===== src/rtl/serial_pkg.sv =====
// Shared encodings and defaults for the serial transmit/receive blocks.
package serial_pkg;

   typedef enum logic [2:0] {
      IDLE   = 3'd0,
      START  = 3'd1,
      DATA   = 3'd2,
      PARITY = 3'd3,
      STOP   = 3'd4
   } state_t;

   localparam int PAR_NONE = 0;
   localparam int PAR_EVEN = 1;
   localparam int PAR_ODD  = 2;

   localparam int CLKS_PER_BIT_9600 = 5208;

   // Even parity is the XOR of the byte; odd parity is its complement.
   function automatic logic parity_bit(input logic [7:0] value, input int mode);
      return (mode == PAR_ODD) ? ~(^value) : ^value;
   endfunction

endpackage


===== src/rtl/serial_baud_cnt.sv =====
// Bit-period counter: runs 0..CLKS_PER_BIT-1 and flags the last cycle of each bit.
module serial_baud_cnt #(
   parameter int CLKS_PER_BIT = 5208,
   parameter int CNT_W        = $clog2(CLKS_PER_BIT)
) (
   input  logic             clk,
   input  logic             reset,
   input  logic             clear,
   output logic             tick,
   output logic [CNT_W-1:0] count
);

   localparam logic [CNT_W-1:0] LAST = CNT_W'(CLKS_PER_BIT - 1);

   always_ff @(posedge clk or negedge reset) begin
      if (!reset)
         count <= '0;
      else if (clear || (count == LAST))
         count <= '0;
      else
         count <= count + 1'b1;
   end

   assign tick = (count == LAST);

endmodule


===== src/rtl/serial_tx.sv =====
// UART-style byte transmitter: start bit, 8 data bits LSB first, optional parity, stop bit.
module serial_tx
   import serial_pkg::*;
#(
   parameter int CLKS_PER_BIT = CLKS_PER_BIT_9600,
   parameter int PARITY       = PAR_NONE
) (
   input  logic       clk,
   input  logic       reset,
   input  logic       enable,
   input  logic [7:0] data_in,
   output logic       ready,
   output logic       tx,
   output logic       done
);

   localparam int               CNT_W      = $clog2(CLKS_PER_BIT);
   localparam logic [CNT_W-1:0] DONE_AT    = CNT_W'(CLKS_PER_BIT - 2);
   localparam bit               HAS_PARITY = (PARITY == PAR_EVEN) || (PARITY == PAR_ODD);

   state_t           state, state_next;
   logic [7:0]       shift, shift_next;
   logic [2:0]       bit_cnt, bit_cnt_next;
   logic             par, par_next;
   logic             tx_next, ready_next, done_next;
   logic             tick, baud_clear;
   logic [CNT_W-1:0] baud_count;

   // Holding the counter clear while idle makes every frame start at count 0.
   assign baud_clear = (state == IDLE) || tick;

   serial_baud_cnt #(
      .CLKS_PER_BIT (CLKS_PER_BIT),
      .CNT_W        (CNT_W)
   ) u_baud (
      .clk   (clk),
      .reset (reset),
      .clear (baud_clear),
      .tick  (tick),
      .count (baud_count)
   );

   always_ff @(posedge clk or negedge reset) begin
      if (!reset) begin
         state   <= IDLE;
         shift   <= '0;
         bit_cnt <= '0;
         par     <= 1'b0;
         tx      <= 1'b1;
         ready   <= 1'b1;
         done    <= 1'b0;
      end else begin
         state   <= state_next;
         shift   <= shift_next;
         bit_cnt <= bit_cnt_next;
         par     <= par_next;
         tx      <= tx_next;
         ready   <= ready_next;
         done    <= done_next;
      end
   end

   always_comb begin
      state_next   = state;
      shift_next   = shift;
      bit_cnt_next = bit_cnt;
      par_next     = par;
      case (state)
         IDLE: begin
            if (enable) begin
               state_next = START;
               shift_next = data_in;
               par_next   = parity_bit(data_in, PARITY);
            end
         end
         START: begin
            if (tick)
               state_next = DATA;
         end
         DATA: begin
            if (tick) begin
               shift_next   = shift >> 1;
               bit_cnt_next = bit_cnt + 1'b1;
               if (bit_cnt == 3'd7)
                  state_next = HAS_PARITY ? serial_pkg::PARITY : STOP;
            end
         end
         serial_pkg::PARITY: begin
            if (tick)
               state_next = STOP;
         end
         STOP: begin
            if (tick)
               state_next = IDLE;
         end
         default: state_next = IDLE;
      endcase
   end

   // Outputs are derived from the next state so the registered line changes on the same edge.
   always_comb begin
      tx_next    = 1'b1;
      ready_next = 1'b0;
      case (state_next)
         IDLE:               ready_next = 1'b1;
         START:              tx_next    = 1'b0;
         DATA:               tx_next    = shift_next[0];
         serial_pkg::PARITY: tx_next    = par_next;
         STOP:               tx_next    = 1'b1;
         default:            ready_next = 1'b1;
      endcase
      done_next = (state == STOP) && (baud_count == DONE_AT);
   end

endmodule


===== config.mk =====
export PLATFORM = sky130hd
export DESIGN_NAME = serial_tx
export DESIGN_NICKNAME = d
export VERILOG_FILES = /design/src/rtl/serial_pkg.sv /design/src/rtl/serial_baud_cnt.sv /design/src/rtl/serial_tx.sv
export SDC_FILE = /design/constraint.sdc
export NUM_CORES = 1
export LEC_CHECK = 0
export BUFFER_PORTS_ARGS = -buffer_cell sky130_fd_sc_hd__buf_2
export CAP_MARGIN = 20
export CORE_MARGIN = 8
export CORE_UTILIZATION = 42
export DETAILED_ROUTE_END_ITERATION = 7
export HOLD_SLACK_MARGIN = 0.12
export PLACE_DENSITY = 0.59
export SYNTH_ARGS = -nofsm -noshare
export SYNTH_HDL_FRONTEND = slang
export SYNTH_SLANG_ARGS = --single-unit

===== constraint.sdc =====
create_clock -name clk -period 2.7 [get_ports clk]
set_clock_uncertainty 0.15 [all_clocks]
set_input_delay 0.135 -clock clk [delete_from_list [all_inputs] [get_ports clk]]
set_output_delay 0.135 -clock clk [all_outputs]
set_load 0.1 [all_outputs]

After elaboration in Yosys (flattened, before gate mapping):

Index checks and enable logic that the tools add are counted.

* register bits after elaboration: 31
* input port bits: 11
* output and inout port bits: 3
* word-level logic and storage cells: 48

* add/sub/neg operators: 2
* equality and inequality tests: 13
* mux-type cells: 15
* reductions and logical operators: 9

Operator list (count)
* $eq A13 B13 Y1 const B: 2
* $mux W3: 6
* $mux W8: 2
* $pmux W8 S2: 1
* $pmux W3 S5: 1
* $add A13 B1 Y13 const B: 1
* $mux W13: 1
* $eq A3 B2 Y1 const B: 4
* $eq A3 B3 Y1 const B: 3
* $reduce_xor A8 Y1: 1
* $eq A3 B1 Y1 const B: 2
* $ne A2 B2 Y1 const B: 2
* $reduce_or A4 Y1: 1
* $add A3 B1 Y3 const B: 1
* $logic_not A3 Y1: 1
* $mux W1: 3
* $pmux W1 S3: 1
* $reduce_and A3 Y1: 1
* $logic_or A1 B1 Y1: 2
* $reduce_and A2 Y1: 1
* $reduce_bool A2 Y1: 1
* $logic_and A1 B1 Y1: 1

Depth between registers and ports, before layout:

Gate-level depths: netlist of the first run.

* depth in word-level cells: 7
* depth in mapped cells: 7
* depth with buffers taken out: 6

Hierarchy:

A second synthesis of the first run with hierarchy kept.

* cell total of the unflattened synthesis: 155
* area total of the unflattened synthesis: 1642.8 um^2

By module, submodules not included
* serial_tx: times used 1, cells each 87, area each 957.2 um^2, sequential area each 452.9 um^2
* serial_baud_cnt: times used 1, cells each 68, area each 685.7 um^2, sequential area each 325.3 um^2

Worst setup path before layout of the first run:

No wires, ideal clock.

* path kind: register -> register
* from: reg u_baud.count[8]
* to: reg bit_cnt[1]
* arrival: 1.666 ns
* required time: 2.425 ns
* slack: 0.760 ns
* cell stages (with the launch flop): 6
* path buffers: 1
* period minus slack after synthesis: 1.940 ns
* cell sequence: dfrtp_1 > nor4b_2 > nand4_1 > nor3_1 > buf_4 > mux2_2

* word-level cells in the longest chain between the ends: 2

RTL lines
* from (decl): line serial_baud_cnt.sv:10 `output logic [CNT_W-1:0] count`
* from (signal assigned): line serial_baud_cnt.sv:21 `count <= count + 1'b1;`
* $eq A13 B13 Y1: line serial_baud_cnt.sv:24 `assign tick = (count == LAST);`
* $reduce_and A2 Y1 (no line)
* to (signal assigned): line serial_tx.sv:55 `bit_cnt <= bit_cnt_next;`
* to (decl): line serial_tx.sv:23 `logic [2:0] bit_cnt, bit_cnt_next;`

Every way passes these cells.
A chain may end at the register's enable or synchronous reset.

Final worst setup path of the first run:

* from: reg u_baud.count[8]
* to: reg shift[7]

* word-level cells in the longest chain between the ends: 3

RTL lines
* $eq A13 B13 Y1: line serial_baud_cnt.sv:24
* $ne A2 B2 Y1 (no line)
* $reduce_and A3 Y1 (no line)
* to (signal assigned): line serial_tx.sv:54 `shift <= shift_next;`
* to (decl): line serial_tx.sv:22 `logic [7:0] shift, shift_next;`

Every way passes these cells.

==> run metrics, run 1 <==
status completed; most common library cells after synthesis dfrtp_1, nand2_1, nor2_1; share of power burned in registers 0.613; sequential share of the synthesized area 0.518; largest net degree at the start of global routing 32; Cell Area, Synth 1500 µm²; setup_tns 0 ps; slowest CP cell dlygate4sd3_1; Setup Buffers After CTS 0; most frequent cell after synthesis dfrtp_1; Die W 75.8 µm; CTS Buf Count 5; first-pass GRT wire length 4.73 mm; drt wl/cell 12.4 µm; Syn Inst Count 146; arrival time worst endpoint 2330 ps; number of global-route vias before repair 1118; P_sw 166 µW; 1st-pass router iterations 4; r2r setup slk 430 ps; crit path time final 2270 ps; Vias/cell 4.96; Total GRT Usage 0.111; Pwr Density 427 nW/µm²; IO Count 14; Root Buffer clkbuf_4; EDFF count, synth 0; total wire length 2.74 mm; initial antenna violation count 0; count of different cell masters after synthesis 35; delay-heaviest family, CP buffers and inverters; HPWL Detailed 1.86 mm; CTS tree done; fin crit share 0.840; LEAKAGE 0.000845 µW; CTS Buffer Depth 2; Yosys reg bits 31; Max Clk Rate 441 MHz; Post-synth top flop dfrtp_1; Req. time, crit path 2760 ps; Placed Cells 202; Hold Path Class primary input to asynchronous set/reset pin; Clock Pin Slew Worst Setup and Hold Paths 90 ps; cell-by-cell trace of the critical path nor4b_2, nand4_1, nor3_1, buf_4, o21ai_0, dlygate4sd3_1; final hold vios 0; pre-CTS setup slack 713 ps; cell taking the most area after synthesis dfrtp_1; syn avg cell area 10.3 µm²; VDD IR max 231 µV; # rows 21; Vias 1097; Sink Count 31; Ys Warns 0; Comb pwr share 0.063; critical path peak fanout 12; Synthesized Nets 161; clock share of power 0.324; # DRC 0; die area 5750 µm²; CP max stage delay 560 ps; CORE AREA 3390 µm²; clk_lat worst skew 320 ps; final worst setup slack 433 ps; ANT cells 0; synth top area cells dfrtp_1, xnor2_1, nand2_1; layout cell share with drive strength beyond 1 0.160; port bufs 13; sw frac 0.219; routability cong. 0.828; Die H 75.8 µm; unrepaired setup endpoints after global routing no; Yosys top cell area share 0.483; fillers 319; Starting Density 0.443; final setup vio count 0; Non-Filler Instances 221; number of routed nets with antenna violations 0; H-tree levels 2; Async S/R FF share, synth 1.00; Worst Tran Pin Value 676 ps; Setup CP Type flip-flop to flip-flop; grt ovf 0; Gates resized, CTS repair 0; Slew headroom 0.549; Max Cap Violations 0; Area Growth Syn to Fin 18.0%; nets 189; Slew Limit Fails 0; WP buf/inv 2; internal cell power 591 µW; cts hold-fix bufs 11; kind of start point of the critical path flip-flop; Setup crit end kind flip-flop; initial drt markers 68
==> layout by cell type (no fill, tap or decap) <==
cell type and instances:
nand4_1 3, xnor2_1 10, a211o_1 1, a221o_1 1
inv_1 3, dlygate4sd3_1 11, a22oi_1 6, and4_2 1
xor2_1 8, and2_1 3, nor2_1 18, clkbuf_1 2
nand2b_1 2, o311a_1 1, o21a_1 1, a21oi_1 1
nor4b_2 2, clkbuf_4 5, buf_4 1, buf_2 13
a31oi_1 1, dfrtp_1 29, or3_1 1, nor3_1 3
dfstp_2 2, nor3b_1 1, nand3_1 4, a211oi_1 1
or3_4 1, o2bb2ai_1 1, nand2_1 22, o41ai_1 1
mux2_2 2, ha_1 4, o21ai_0 4, nor2b_1 1
clkinv_2 1, and3_1 3
==> per-stage QoR <==
stage,area [µm²],util,power [µW],hold WS (ps)
3_5_place_dp,1610,0.476,511,68.2
4_1_cts,1770,0.523,775,242
6_report,1770,0.523,758,228
5_1_grt,1770,0.523,798,283
3_3_place_gp,1610,0.476,511,55.6
2_1_floorplan,1500,-,490,-311
==> power by group through the flow <==
stage          combinational [µW]  sequential (µW)  clock, µW
6_report                     48.1              464        245
5_1_grt                      54.0              464        280
4_1_cts                      49.1              464        262
3_5_place_dp                 38.1              473          0
3_3_place_gp                 37.6              473          0
2_1_floorplan                17.1              473          0
==> sequential cells by signal (all words and copies together) (netlist names) <==
name / cells
bit_cnt: 3
done: 1
par: 1
ready: 1
shift: 8
state: 3
tx: 1
u_baud.count: 13
==> cells by family (layout without fill, tap and decap cells) <==
group | count (synthesis) | after routing | synth area share
multiplexers | 2 | 2 | 0.0150
AO/OA/AOI/OAI | 19 | 19 | 0.0916
buffers and inverters | 7 | 36 | 0.0208
XOR/XNOR | 18 | 18 | 0.105
flip-flops | 31 | 31 | 0.518
adder cells (fa/ha/maj) | 4 | 4 | 0.0333
AND/OR/NAND/NOR | 65 | 65 | 0.216
==> worst paths after layout <==
kind | from | cells after the start | to
max in group asynchronous | reset | 2 | u_baud.count[9]
min in group clk | shift[2] | 2 | shift[2]
setup / recovery | u_baud.count[8] | 6 | shift[7]
hold / removal | reset | 2 | par
setup reg to reg | u_baud.count[8] | 6 | shift[7]
hold reg to reg | shift[2] | 2 | shift[2]
==> routing by layer <==
layer,global-route usage,share of wire
met1,0.132,0.45
met2,0.171,0.47
met3,0.0474,0.058
met4,0.0448,0.019
met5,0,0
==> final cells by class <==
class	count	area (µm²)	share of cell area
clock buffer	7	45.0	0.0254
inverter	3	11.3	0.00635
timing repair buffer	25	183	0.103
multi-input combinational	108	693	0.391
tap	46	57.6	0.0325
clock inverter	1	5.00	0.00282
sequential	31	778	0.439
Power figures use the tool's default switching activity.
==> inputs of run 2 (changes only) <==
- PLACE_DENSITY: 0.59 -> 0.61
- clock period: 2.7 -> 2.01 ns (I/O delays scaled with it)
==> run metrics, run 2 (synthesis results as in run 1) <==
Vias/cell 5.02; Hold Path Class primary input to asynchronous set/reset pin; Slew headroom 0.554; Root Buffer clkbuf_4; fin crit share 0.959; overall power 1000 µW; initial drt markers 104; VDD IR max 227 µV; number of routed nets with antenna violations 0; number of global-route vias before repair 1076; max reg flops 13; RR Endpoint tx; Req. time, crit path 2100 ps; drt wl/cell 13.4 µm; Setup crit end kind flip-flop; Starting Density 0.443; Clock Pin Slew Worst Setup and Hold Paths 80 ps; Multi-input gate area 703 µm²; initial antenna violation count 0; P_sw 215 µW; # DRC 0; area post-placement 1670 µm²; Die W 75.8 µm; Sink Count 31; Pwr Density 547 nW/µm²; Sequential Area 778 µm²; ANT cells 0; Max Cap Violations 0; status completed; first-pass GRT wire length 4.91 mm; total wire length 3.05 mm; pre-CTS setup slack 51.0 ps; post-route cell area 1840 µm²; Worst Reg-to-Reg Cells 6; CTS Buf Count 5; internal cell power 790 µW; CTS tree done; commonest non-fill, non-tap cells in the layout dfrtp_1, nand2_1, nor2_1, buf_2; CORE AREA 3390 µm²; HPWL Detailed 2.11 mm; final hold vios 0; critical path peak fanout 5; Area Growth Syn to Fin 22.1%; nets 197; LEAKAGE 0.000884 µW; Setup CP Type flip-flop to flip-flop; Slew Limit Fails 0; commonest non-fill, non-tap cell in the layout dfrtp_1; final worst setup slack 83.4 ps; Die H 75.8 µm; Max Clk Rate 519 MHz; kind of start point of the critical path flip-flop; arrival time worst endpoint 2020 ps; Comb pwr share 0.066; reg2reg start state[1]; largest net degree at the start of global routing 32; final setup vio count 0; Total GRT Usage 0.117; Finished Core Util 0.542; share of power burned in registers 0.620; crit path time final 1930 ps; Vias 1144; Largest regs u_baud.count: 13 flops, shift: 8 flops; grt ovf 0; r2r setup slk 80 ps; IO Count 14; Worst Tran Pin Value 669 ps; H-tree levels 2; # rows 21; layout cell share with drive strength beyond 1 0.198; die area 5750 µm²; unrepaired setup endpoints after global routing yes; 1st-pass router iterations 4; clk_lat worst skew 320 ps; Most flops, register u_baud.count; sw frac 0.214; fillers 299; clock share of power 0.314; port bufs 13; CTS Buffer Depth 2; routability cong. 0.767
run 2: cell count changes in the layout (fill, tap and decap cells not counted), sizes merged:
| cell | previous run | this run |
|---|---|---|
| buf | 14 | 23 |
| clkinv | 1 | 0 |
| dlygate4sd3 | 11 | 10 |
run 2: through the flow:
step                      std cells  setup TNS [ps]  hold slack [ps]
final                           228               0              193
after global placement          210               0             16.9
after global routing            228           -11.4              256
after detailed placement        210               0             29.7
after floorplan                 146               0             -345
after CTS                       227               0              210
run 2: layout make-up:
class	instances	share of cell area
Inverter	3	0.00613
Tap cell	46	0.0314
Multi-Input combinational cell	108	0.383
Clock buffer	7	0.0245
Timing Repair Buffer	33	0.131
Sequential cell	31	0.424
run 2: critical path, cell delays in order, from the launching register on:
cell,delay [ps]
dfrtp_1,410
inv_1,100
or3_4,390
o311a_1,330
a221o_1,280
nor2b_1,120
o2bb2ai_1,70
run 2: layer usage:
metal	part of all wire	track usage
met1	0.45	0.142
met4	0.022	0.0597
met3	0.056	0.0447
met2	0.47	0.174
met5	0	0
run 2: worst max path at each step:
stage,start,to,slack (ps),cells after the start
finish,state[1],tx,80,6
global placement,u_baud.count[7],tx,100,6
global route,u_baud.count[9],tx,-10,6
CTS,u_baud.count[8],tx,30,6
detailed placement,u_baud.count[8],tx,50,6
floorplan,u_baud.count[8],bit_cnt[1],70,5
run 2: repair_timing:
item,CTS,global route
endpoints found under the setup margin,0,9
setup buffers,0,1
endpoints found under the hold margin,43,0
resized for setup,0,2
hold buffers,10,0
run 2: power groups by stage:
| stage | Sequential (µW) | Combinational (µW) | Clock (µW) |
|---|---|---|---|
| floorplan | 636 | 22.9 | 0 |
| global placement | 636 | 50.2 | 0 |
| detailed placement | 636 | 51.3 | 0 |
| CTS | 623 | 66.2 | 333 |
| global route | 623 | 72.9 | 352 |
| finish | 623 | 66.1 | 316 |
==> inputs of run 3 (changes only) <==
- CORE_UTILIZATION: 42 -> 52
- PLACE_DENSITY: 0.61 -> 0.73
==> run metrics, run 3 (synthesis results as in run 1) <==
status completed; HPWL Detailed 2.13 mm; crit path time final 1960 ps; area post-placement 1650 µm²; Req. time, crit path 2120 ps; Max Clk Rate 511 MHz; commonest non-fill, non-tap cell in the layout dfrtp_1; ANT cells 0; drt wl/cell 15.0 µm; initial antenna violation count 0; port bufs 13; initial drt markers 57; Sink Count 31; Non-Filler Instances 212; final hold vios 0; commonest non-fill, non-tap cells in the layout dfrtp_1, nand2_1, nor2_1, buf_2; Worst Tran Pin Value 680 ps; Slew headroom 0.547; Worst Reg-to-Reg Cells 6; delay-heaviest family, CP compound AO/OA/AOI/OAI gates; fin crit share 0.973; Vias/cell 5.49; overall power 1030 µW; IO Count 14; Total GRT Usage 0.136; Die W 69.8 µm; Pwr Density 569 nW/µm²; number of global-route vias before repair 1206; Max Cap Violations 0; # rows 19; Hold Path Class primary input to asynchronous set/reset pin; CORE AREA 2760 µm²; CP max stage delay 420 ps; kind of start point of the critical path flip-flop; grt ovf 0; routability cong. 0.820; fillers 220; Placed Cells 194; slowest CP cell dfrtp_1; unrepaired setup endpoints after global routing yes; critical path peak fanout 5; die area 4870 µm²; setup_tns 0 ps; total wire length 3.18 mm; LEAKAGE 0.000873 µW; Slew Limit Fails 0; post-route cell area 1800 µm²; first-pass GRT wire length 5.43 mm; Starting Density 0.545; clk_lat worst skew 330 ps; arrival time worst endpoint 2060 ps; 1st-pass router iterations 4; Vias 1164; max reg flops 13; Area Growth Syn to Fin 20.1%; Largest regs u_baud.count: 13 flops, shift: 8 flops; # DRC 0; final setup vio count 0; Die H 69.8 µm; Finished Core Util 0.654; CTS Buffer Depth 2; Root Buffer clkbuf_4; Most flops, register u_baud.count; Worst path depth 6; nets 195; CTS Buf Count 5; largest net degree at the start of global routing 32; Setup crit end kind flip-flop; H-tree levels 2; Setup Buffers After CTS 0; CTS tree done; Setup CP Type flip-flop to flip-flop; WP buf/inv 1; layout cell share with drive strength beyond 1 0.188; VDD IR max 563 µV; cell-by-cell trace of the critical path inv_1, or3_4, o311a_1, a221o_1, nor2b_1, o2bb2ai_1; number of routed nets with antenna violations 0; Clock Pin Slew Worst Setup and Hold Paths 90 ps
## run 3: path summary, 6_finish.rpt
check | startpoint | endpoint | slack (ps)
max reg2reg | state[1] | tx | 50
min | reset | shift[0] | 190
max | state[1] | tx | 50
min reg2reg | shift[2] | shift[2] | 330
min in group clk | shift[2] | shift[2] | 330
max in group asynchronous | reset | shift[2] | 1080
## run 3: report_power, final
part	total [µW]	switching [µW]	internal, µW
Clock	337	198	139
Sequential	623	0	623
Combinational	66.6	31.4	35.2
## run 3: routing by layer
| metal | global-route usage | wire length [µm] |
|---|---|---|
| met5 | 0 | 0 |
| met1 | 0.151 | 1380 |
| met2 | 0.222 | 1590 |
| met4 | 0.0826 | 87 |
| met3 | 0.0443 | 120 |
## run 3: cell type report
cell class	count	area (µm²)	area share
flip-flops and latches	31	778	0.431
multi-input cells	108	702	0.389
inverters	3	11.3	0.00624
well taps	31	38.8	0.0215
repair buffers	31	225	0.125
clock buffers	8	48.8	0.0270
## run 3: what timing repair did
item	4_1_cts	5_1_grt
endpoints found under the hold margin	43	0
setup endpoints to repair	0	3
gates resized for setup	0	1
hold buffers	10	0
## run 3: worst register-to-register path, stage by stage, from the launching register on
cell	delay, ps
dfrtp_1	420
inv_1	110
or3_4	390
o311a_1	330
a221o_1	290
nor2b_1	120
o2bb2ai_1	70
## run 3: stage by stage
step / hold WS, ps / worst slack (ps)
floorplan: -345 / 69.5
global placement: 17.6 / 103
detailed placement: 26.4 / 53.0
CTS: 197 / 29.0
global route: 251 / -47.2
finish: 187 / 54.5
